[config.mk]
export PLATFORM = sky130hd
export DESIGN_NAME = mem_wb_stage_reg
export DESIGN_NICKNAME = d
export VERILOG_FILES = /design/src/rtl/rv32_pipe_pkg.sv /design/src/rtl/pipe_payload_reg.sv /design/src/rtl/mem_wb_stage_reg.sv
export SDC_FILE = /design/constraint.sdc
export NUM_CORES = 1
export LEC_CHECK = 0
export ABC_AREA = 1
export CORE_AREA = 10 10 127 129
export DETAILED_ROUTE_END_ITERATION = 10
export DIE_AREA = 0 0 137 139
export HOLD_SLACK_MARGIN = 0.02
export PLACE_DENSITY_LB_ADDON = 0.08
export SLEW_MARGIN = 15
export SYNTH_ARGS = -nofsm -noshare
export SYNTH_HDL_FRONTEND = slang
export SYNTH_SLANG_ARGS = --single-unit
[constraint.sdc]
create_clock -name CLK -period 1.55 [get_ports CLK]
set_input_delay 0.31 -clock CLK [delete_from_list [all_inputs] [get_ports CLK]]
set_output_delay 0.31 -clock CLK [all_outputs]
set_load 0.005 [all_outputs]
[src/rtl/rv32_pipe_pkg.sv]
// Shared types for the RV32IM pipeline stage registers.
package rv32_pipe_pkg;

  localparam int PIPE_XLEN    = 32;
  localparam int PIPE_RADDR_W = 5;

  localparam logic [PIPE_RADDR_W-1:0] REG_ZERO = '0;

  // One MEM->WB entry. The field widths here set the widths that the stage registers store.
  typedef struct packed {
    logic                    reg_write;
    logic                    mem_to_reg;
    logic [PIPE_XLEN-1:0]    mem_data;
    logic [PIPE_XLEN-1:0]    alu_result;
    logic [PIPE_RADDR_W-1:0] rd;
  } mem_wb_payload_t;

  typedef enum logic [1:0] {
    EMPTY = 2'd0,
    ONE   = 2'd1,
    FULL  = 2'd2
  } skid_state_t;

  // Number of entries held in a given state.
  function automatic logic [1:0] state_occ(input skid_state_t s);
    case (s)
      ONE:     state_occ = 2'd1;
      FULL:    state_occ = 2'd2;
      default: state_occ = 2'd0;
    endcase
  endfunction

endpackage

[src/rtl/pipe_payload_reg.sv]
// Load-enabled payload register with asynchronous clear.
module pipe_payload_reg
  import rv32_pipe_pkg::*;
#(
  parameter type T = mem_wb_payload_t
) (
  input  logic CLK,
  input  logic Reset_n,
  input  logic load,
  input  T     d,
  output T     q
);

  // Capture d when load is high; clear to all-zero on reset.
  always_ff @(posedge CLK or negedge Reset_n) begin
    if (!Reset_n) begin
      q <= '0;
    end else if (load) begin
      q <= d;
    end
  end

endmodule

[src/rtl/mem_wb_stage_reg.sv]
// MEM->WB stage register with valid/ready handshake, optional 2-entry skid
// buffer, synchronous flush and x0-write suppression.
//
//  state | meaning
//  EMPTY | no entry held, out_valid low
//  ONE   | head slot H valid, skid slot S free
//  FULL  | H and S both valid, in_ready low (SKID=1 only)
module mem_wb_stage_reg
  import rv32_pipe_pkg::*;
#(
  parameter int XLEN    = PIPE_XLEN,
  parameter int RADDR_W = PIPE_RADDR_W,
  parameter int SKID    = 1
) (
  input  logic               CLK,
  input  logic               Reset_n,
  input  logic               in_valid,
  output logic               in_ready,
  input  logic               in_reg_write,
  input  logic               in_mem_to_reg,
  input  logic [XLEN-1:0]    in_mem_data,
  input  logic [XLEN-1:0]    in_alu_result,
  input  logic [RADDR_W-1:0] in_rd,
  input  logic               flush,
  output logic               out_valid,
  input  logic               out_ready,
  output logic               out_reg_write,
  output logic [RADDR_W-1:0] out_rd,
  output logic [XLEN-1:0]    wb_data,
  output logic               fwd_valid,
  output logic [1:0]         occupancy
);

  skid_state_t     state, state_nxt;
  logic            rdy_q, vld_q;
  logic [1:0]      occ_q;
  logic            push, pop;
  logic            h_load, h_from_s, s_load;
  mem_wb_payload_t in_pl, h_d, h_q, s_q;

  // With the skid buffer, ready comes straight from a flop; otherwise it
  // passes through from out_ready.
  assign in_ready = (SKID != 0) ? rdy_q : (!vld_q | out_ready);
  assign push     = in_valid & in_ready;
  assign pop      = vld_q & out_ready;

  // Incoming entry, with writes to x0 suppressed at capture.
  always_comb begin
    in_pl            = '0;
    in_pl.reg_write  = in_reg_write & (in_rd != REG_ZERO);
    in_pl.mem_to_reg = in_mem_to_reg;
    in_pl.mem_data   = in_mem_data;
    in_pl.alu_result = in_alu_result;
    in_pl.rd         = in_rd;
  end

  // Next-state decode; flush overrides everything.
  always_comb begin
    state_nxt = state;
    if (flush) begin
      state_nxt = EMPTY;
    end else if (SKID != 0) begin
      case (state)
        EMPTY:   if (push) state_nxt = ONE;
        ONE: begin
          if (push && !pop)      state_nxt = FULL;
          else if (!push && pop) state_nxt = EMPTY;
        end
        FULL:    if (pop) state_nxt = ONE;
        default: state_nxt = EMPTY;
      endcase
    end else begin
      if (push)     state_nxt = ONE;
      else if (pop) state_nxt = EMPTY;
    end
  end

  // State register; ready, valid and occupancy are registered alongside it.
  always_ff @(posedge CLK or negedge Reset_n) begin
    if (!Reset_n) begin
      state <= EMPTY;
      rdy_q <= 1'b1;
      vld_q <= 1'b0;
      occ_q <= 2'd0;
    end else begin
      state <= state_nxt;
      rdy_q <= (state_nxt != FULL);
      vld_q <= (state_nxt != EMPTY);
      occ_q <= state_occ(state_nxt);
    end
  end

  // H takes the input when empty or when the head leaves in the same cycle.
  // H refills from S when a pop happens in FULL.
  // S captures when a push lands behind a stalled head.
  always_comb begin
    h_load   = push & !flush & ((state == EMPTY) | pop);
    h_from_s = (SKID != 0) & (state == FULL) & pop & !flush;
    s_load   = (SKID != 0) & push & !flush & (state == ONE) & !pop;
    h_d      = h_from_s ? s_q : in_pl;
  end

  pipe_payload_reg #(.T(mem_wb_payload_t)) u_head (
    .CLK     (CLK),
    .Reset_n (Reset_n),
    .load    (h_load | h_from_s),
    .d       (h_d),
    .q       (h_q)
  );

  generate
    if (SKID != 0) begin : g_skid
      pipe_payload_reg #(.T(mem_wb_payload_t)) u_skid (
        .CLK     (CLK),
        .Reset_n (Reset_n),
        .load    (s_load),
        .d       (in_pl),
        .q       (s_q)
      );
    end else begin : g_no_skid
      assign s_q = '0;
    end
  endgenerate

  // Outputs come from H only; S never reaches them.
  assign out_valid     = vld_q;
  assign out_reg_write = vld_q & h_q.reg_write;
  assign fwd_valid     = vld_q & h_q.reg_write;
  assign out_rd        = h_q.rd;
  assign wb_data       = h_q.mem_to_reg ? h_q.mem_data : h_q.alu_result;
  assign occupancy     = occ_q;

endmodule
Yosys cells after proc, flatten, opt, wreduce, memory -nomap -nowiden

Index checks and enable logic that the tools add are counted.

Register bits: 148
Input bits: 76
Output and inout port bits: 43
Logic and storage cells: 48

Equal/unequal tests: 5
Muxes and demuxes: 9
Bitwise logic cells: 12
Reductions and logical operators: 8

Operator list:

| operator             | count |
|---|---|
| $mux W71             | 1 |
| $mux W32             | 1 |
| $and A1 B1 Y1        | 10 |
| $mux W2              | 5 |
| $pmux W2 S3          | 1 |
| $reduce_bool A5 Y1   | 1 |
| $eq A2 B1 Y1 const B | 2 |
| $eq A2 B2 Y1 const B | 2 |
| $pmux W2 S2          | 1 |
| $logic_not A1 Y1     | 3 |
| $logic_and A1 B1 Y1  | 2 |
| $logic_not A2 Y1     | 1 |
| $ne A2 B2 Y1 const B | 1 |
| $or A1 B1 Y1         | 2 |
| $reduce_bool A2 Y1   | 1 |

Depth between registers and ports, before layout

Depth in word-level cells: 9
Gate-level depth with buffers: 9
Depth with buffers taken out: 8

Hierarchy

A second synthesis with hierarchy kept.

Cells, all modules: 903
Area, all modules: 7,175.6 um^2

Modules (own cells, without submodules):

| module           | times used | cells an instance | area an instance (um^2) | seq. area each (um^2) |
|---|---|---|---|---|
| pipe_payload_reg | 2          | 300               | 2,708.8                 | 1,776.7 |
| mem_wb_stage_reg | 1          | 303               | 1,757.9                 | 151.4 |

Worst setup path after synthesis

Ideal clock, no wire load.

Path kind: flip-flop to flip-flop
Start point: reg rdy_q, in the netlist in_ready
End point: reg g_skid.u_skid.q[0] (netlist bit)
Library setup time: 0.130 ns
Data arrival time: 1.284 ns
Required time: 1.420 ns
Setup slack: 0.136 ns
Cell stages (with the launch flop): 8
Buffers on the path: 2
Clock period less this slack: 1.414 ns
Cells stage by stage: dfstp_2 nand2_2 nor2_4 nand4_2 buf_2 buf_2 nand2_1 o21ai_0

Cells in the longest elaborated chain, start to end: 4

Ends and longest elaborated chain:

| item                        | RTL line               | source |
|---|---|---|
| start, declared             | mem_wb_stage_reg.sv:35 | `logic rdy_q, vld_q;` |
| start signal, assigned      | mem_wb_stage_reg.sv:87 | `rdy_q <= (state_nxt != FULL);` |
| $and A1 B1 Y1               | mem_wb_stage_reg.sv:44 | `assign push = in_valid & in_ready;` |
| $and A1 B1 Y1 (3 in series) | mem_wb_stage_reg.sv:99 | `s_load = (SKID != 0) & push & !flush & (state == ONE) & !pop;` |
| end signal, assigned        | pipe_payload_reg.sv:17 | `q <= '0;` |
| end signal, assigned        | pipe_payload_reg.sv:19 | `q <= d;` |
| end, declared               | pipe_payload_reg.sv:11 | `output T q` |

No other way between the ends.
A chain may end at the register's enable or synchronous reset.

Final worst setup path

Start point: reg u_head.q[69] (netlist bit)
End point: out wb_data[27]

Cells in the longest elaborated chain, start to end: 1

Ends and longest elaborated chain:

| item                   | RTL line                | source |
|---|---|---|
| start, declared        | pipe_payload_reg.sv:11  |  |
| start signal, assigned | pipe_payload_reg.sv:17  |  |
| start signal, assigned | pipe_payload_reg.sv:19  |  |
| $mux W32               | mem_wb_stage_reg.sv:130 | `assign wb_data = h_q.mem_to_reg ? h_q.mem_data : h_q.alu_result;` |
| end, declared          | mem_wb_stage_reg.sv:29  | `output logic [XLEN-1:0] wb_data,` |

No other way between the ends.

==> run_results.csv <==
group,metric,value,unit
floorplanning,dieHeight,139,µm
yosys,syn_area,7048,µm²
timing,worst_slack,-319.2,ps
placement,port_buffers,118,
critical_path,crit_fanout,8,
timing,min_period_over_period,1.206,
timing,rsz0062_at_grt,"yes",
cts,tritoncts,"yes",
critical_path,crit_required,1240,ps
route,drtPass1Iterations,5,
global_route,grt_first_pass_wirelength,30.02,mm
cts,cts_made_buffers,17,
run_status,outcome,"complete, but fails checks",
timing,timing.slew.headroom,0.6500,
floorplanning,dieArea,19040,µm²
power_and_ir_drop,power.share.combinational,0.258,
timing,setup_viol,32,
critical_path,critPathLaunchType,"register",
yosys,synth_cell_types,22,
cells_and_area,area_growth,34.78,%
floorplanning,die_w,137,µm
global_route,grt.overflow.total,0,
global_route,antenna_found_initial,0,
critical_path,cpPeakStageDelay,420,ps
timing,finalMaxSlewViolations,0,
route,wl_per_cell,14.71,µm
floorplanning,io-pin-count,119,
power_and_ir_drop,switching_share,0.2763,
yosys,synthCells,906,
placement,dp_hpwl,11.91,mm
route,wl,18.07,mm
global_route,grt_pass1_vias,5898,
cells_and_area,multi_input_area,2831,µm²
placement,routabilityCongestion,0.7928,
power_and_ir_drop,p_total,13500,µW
cts,htreeDepth,4,
cts,clk-insertion-delay-late,420,ps
timing,final_hold_viol_count,0,
yosys,ys_seq_area_frac,0.5257,
critical_path,cp_cell_sequence,"buf_12, buf_12, mux2_4, buf_6",
critical_path,slowest_stage,"dfrtp_2",
cells_and_area,n_fill_cell,1141,
cts,clock-root-buffer,"clkbuf_16",
cts,cts_sinks,148,
worst_hold_path,hold_path_class,"input pin to async pin",
cts,clk_pin_slew,60,ps
route,drt.antenna.violating_nets,0,
yosys,yosysWarnings,0,
global_route,grt_max_degree,43,
timing,timing.fmax,535.0,MHz
power_and_ir_drop,total_switching_power,3729,µW
critical_path,cp.arrival,1560,ps
route,drc,0,
route,vias_per_cell,4.805,
route,drtIter0Drc,410,
timing,tightest_slew,519.5,ps
cells_and_area,drive_gt1_frac,0.1441,
critical_path,crit_top_cell,"buf_12",
cells_and_area,final_core_util,0.6951,
yosys,synth_nets,982,
yosys,synth_seq_cells,148,
power_and_ir_drop,p_per_area,1421,nW/µm²
power_and_ir_drop,leakagePower,0.005183,µW
cells_and_area,antennaDiodeCount,0,
yosys,syn_avg_cell_area,7.779,µm²
power_and_ir_drop,p_clk_frac,0.321,
timing,skew,6.723,ps
cells_and_area,layout.nets,1111,
floorplanning,core_area,13670,µm²
power_and_ir_drop,internal_power,9768,µW
critical_path,endpoint_kind,"primary output",
floorplanning,initial_core_util,0.5157,
power_and_ir_drop,seq_power_share,0.421,
cells_and_area,final-seq-area,3706,µm²
global_route,grtUsageTotal,0.1957,
critical_path,critPathKind,"register to primary output",
route,vias,5901,
power_and_ir_drop,ir_worst_vdd,1204,µV
run_status,violations,"setup timing",
cts,clockBufferDepth,2,
floorplanning,row_count,43,
timing,fin_crit,1869,ps
job,drv_cap,0,
==> power by group through the flow <==
| stage | combinational (µW) | sequential, µW | clock (µW) |
|---|---|---|---|
| 2_1_floorplan | 1720 | 5520 | 0 |
| 3_3_place_gp | 3080 | 5670 | 0 |
| 3_5_place_dp | 3160 | 5700 | 0 |
| 4_1_cts | 3390 | 5670 | 4390 |
| 5_1_grt | 3880 | 5820 | 4580 |
| 6_report | 3480 | 5680 | 4340 |
==> per-stage QoR <==
stage	worst slack, ps	area [µm²]	hold WS, ps	setup TNS, ps	instances
2_1_floorplan	135.9	7048	14.41	0	906
3_3_place_gp	-233.1	8692	219.7	-31780	1190
3_5_place_dp	-232.7	8692	217.6	-33240	1190
4_1_cts	-416.8	9438	344.6	-10940	1229
5_1_grt	-357.2	9499	363.5	-10820	1228
6_report	-319.2	9499	349.5	-9539	1228
==> what timing repair did <==
item,in CTS,in global routing
hold buffers,1,0
pin swaps,0,0
gates cloned,3,0
hold endpoints to repair,26,0
buffers inserted,3,1
endpoints found under the setup margin,43,35
resized for setup,176,26
==> path summary, 6_finish.rpt <==
check                                  start             endpoint  slack [ps]  depth (start not counted)
setup / recovery                u_head.q[69]          wb_data[27]        -320                          4
hold / removal                       Reset_n  g_skid.u_skid.q[67]         350                          2
setup reg to reg                    in_ready  g_skid.u_skid.q[20]         110                          6
hold reg to reg                  u_head.q[1]          u_head.q[1]         470                          2
max in group asynchronous            Reset_n             in_ready         620                          3
min in group CLK           in_alu_result[23]  g_skid.u_skid.q[28]         470                          3
==> per-layer routing <==
| metal | vias up | GRT usage | wire (µm) |
|---|---|---|---|
| met4 | 0 | 0.04495 | 104 |
| met1 | 2776 | 0.2595 | 8333 |
| met5 | - | 0 | 0 |
| met2 | 120 | 0.3104 | 8794 |
| li1 | 2996 | - | - |
| met3 | 9 | 0.05290 | 837 |
==> registers in the layout (all words and copies together) (netlist names) <==
register / cells
g_skid.u_skid.q: 71
out_valid: 1
u_head.q: 71
state: 2
in_ready: 1
occupancy: 2
==> Yosys cell counts <==
cell,count,area (µm²)
buf_4,6,45.04
o21ai_1,11,55.05
buf_6,7,78.83
o21ai_0,61,305.3
clkbuf_2,1,5.000
dfrtp_1,147,3679
buf_2,32,160.2
inv_4,1,6.260
a21oi_1,2,10.01
inv_2,1,3.750
nor2_4,2,22.52
nand2_4,1,11.26
mux2_2,32,360.4
nor2_1,8,30.03
nand4_2,1,12.51
nand2_1,500,1877
dfstp_2,1,26.28
clkbuf_1,7,26.28
nand2_2,3,18.77
nor3_1,2,10.01
inv_1,76,285.3
nand3_1,4,20.02
==> logic make-up after synthesis <==
| group | after synthesis | synth area share |
|---|---|---|
| buffers and inverters | 131 | 0.08663 |
| AO/OA/AOI/OAI | 74 | 0.05255 |
| flip-flops | 148 | 0.5257 |
| AND/OR/NAND/NOR | 521 | 0.2840 |
| multiplexers | 32 | 0.05113 |
==> worst max-delay path: cells and delay by family (launching register included) <==
kind / cells / cell delay (ps)
muxes: 1 / 310
buffers and inverters: 3 / 420
DFF: 1 / 420
==> area by class of cell <==
| type | count | share of cell area |
|---|---|---|
| clock buffer | 22 | 0.04887 |
| tap | 180 | 0.02371 |
| sequential | 148 | 0.3901 |
| clock inverter | 10 | 0.01633 |
| multi-input combinational | 627 | 0.2981 |
| inverter | 78 | 0.03109 |
| timing repair buffer | 163 | 0.1918 |
==> placed cells by master (no fill, tap or decap) <==
cell type	instances
bufinv_16	4
nand2_4	1
nand2_2	3
inv_2	1
dfstp_2	1
a21oi_1	2
mux2_4	24
buf_6	29
nor2_4	2
clkinvlp_4	2
clkinv_2	4
buf_2	5
o21ai_1	11
nor3_1	2
dfrtp_1	146
nand3_1	4
clkbuf_1	3
buf_16	1
dlygate4sd2_1	9
clkbuf_2	2
inv_1	76
o21ai_0	61
mux2_2	8
nand2_1	500
dlygate4sd3_1	1
clkbuf_8	2
inv_4	1
clkbuf_16	17
nor2_1	8
clkdlybuf4s50_1	74
nand4_4	1
dfrtp_2	1
buf_12	23
buf_4	19
Power figures use the tool's default switching activity.
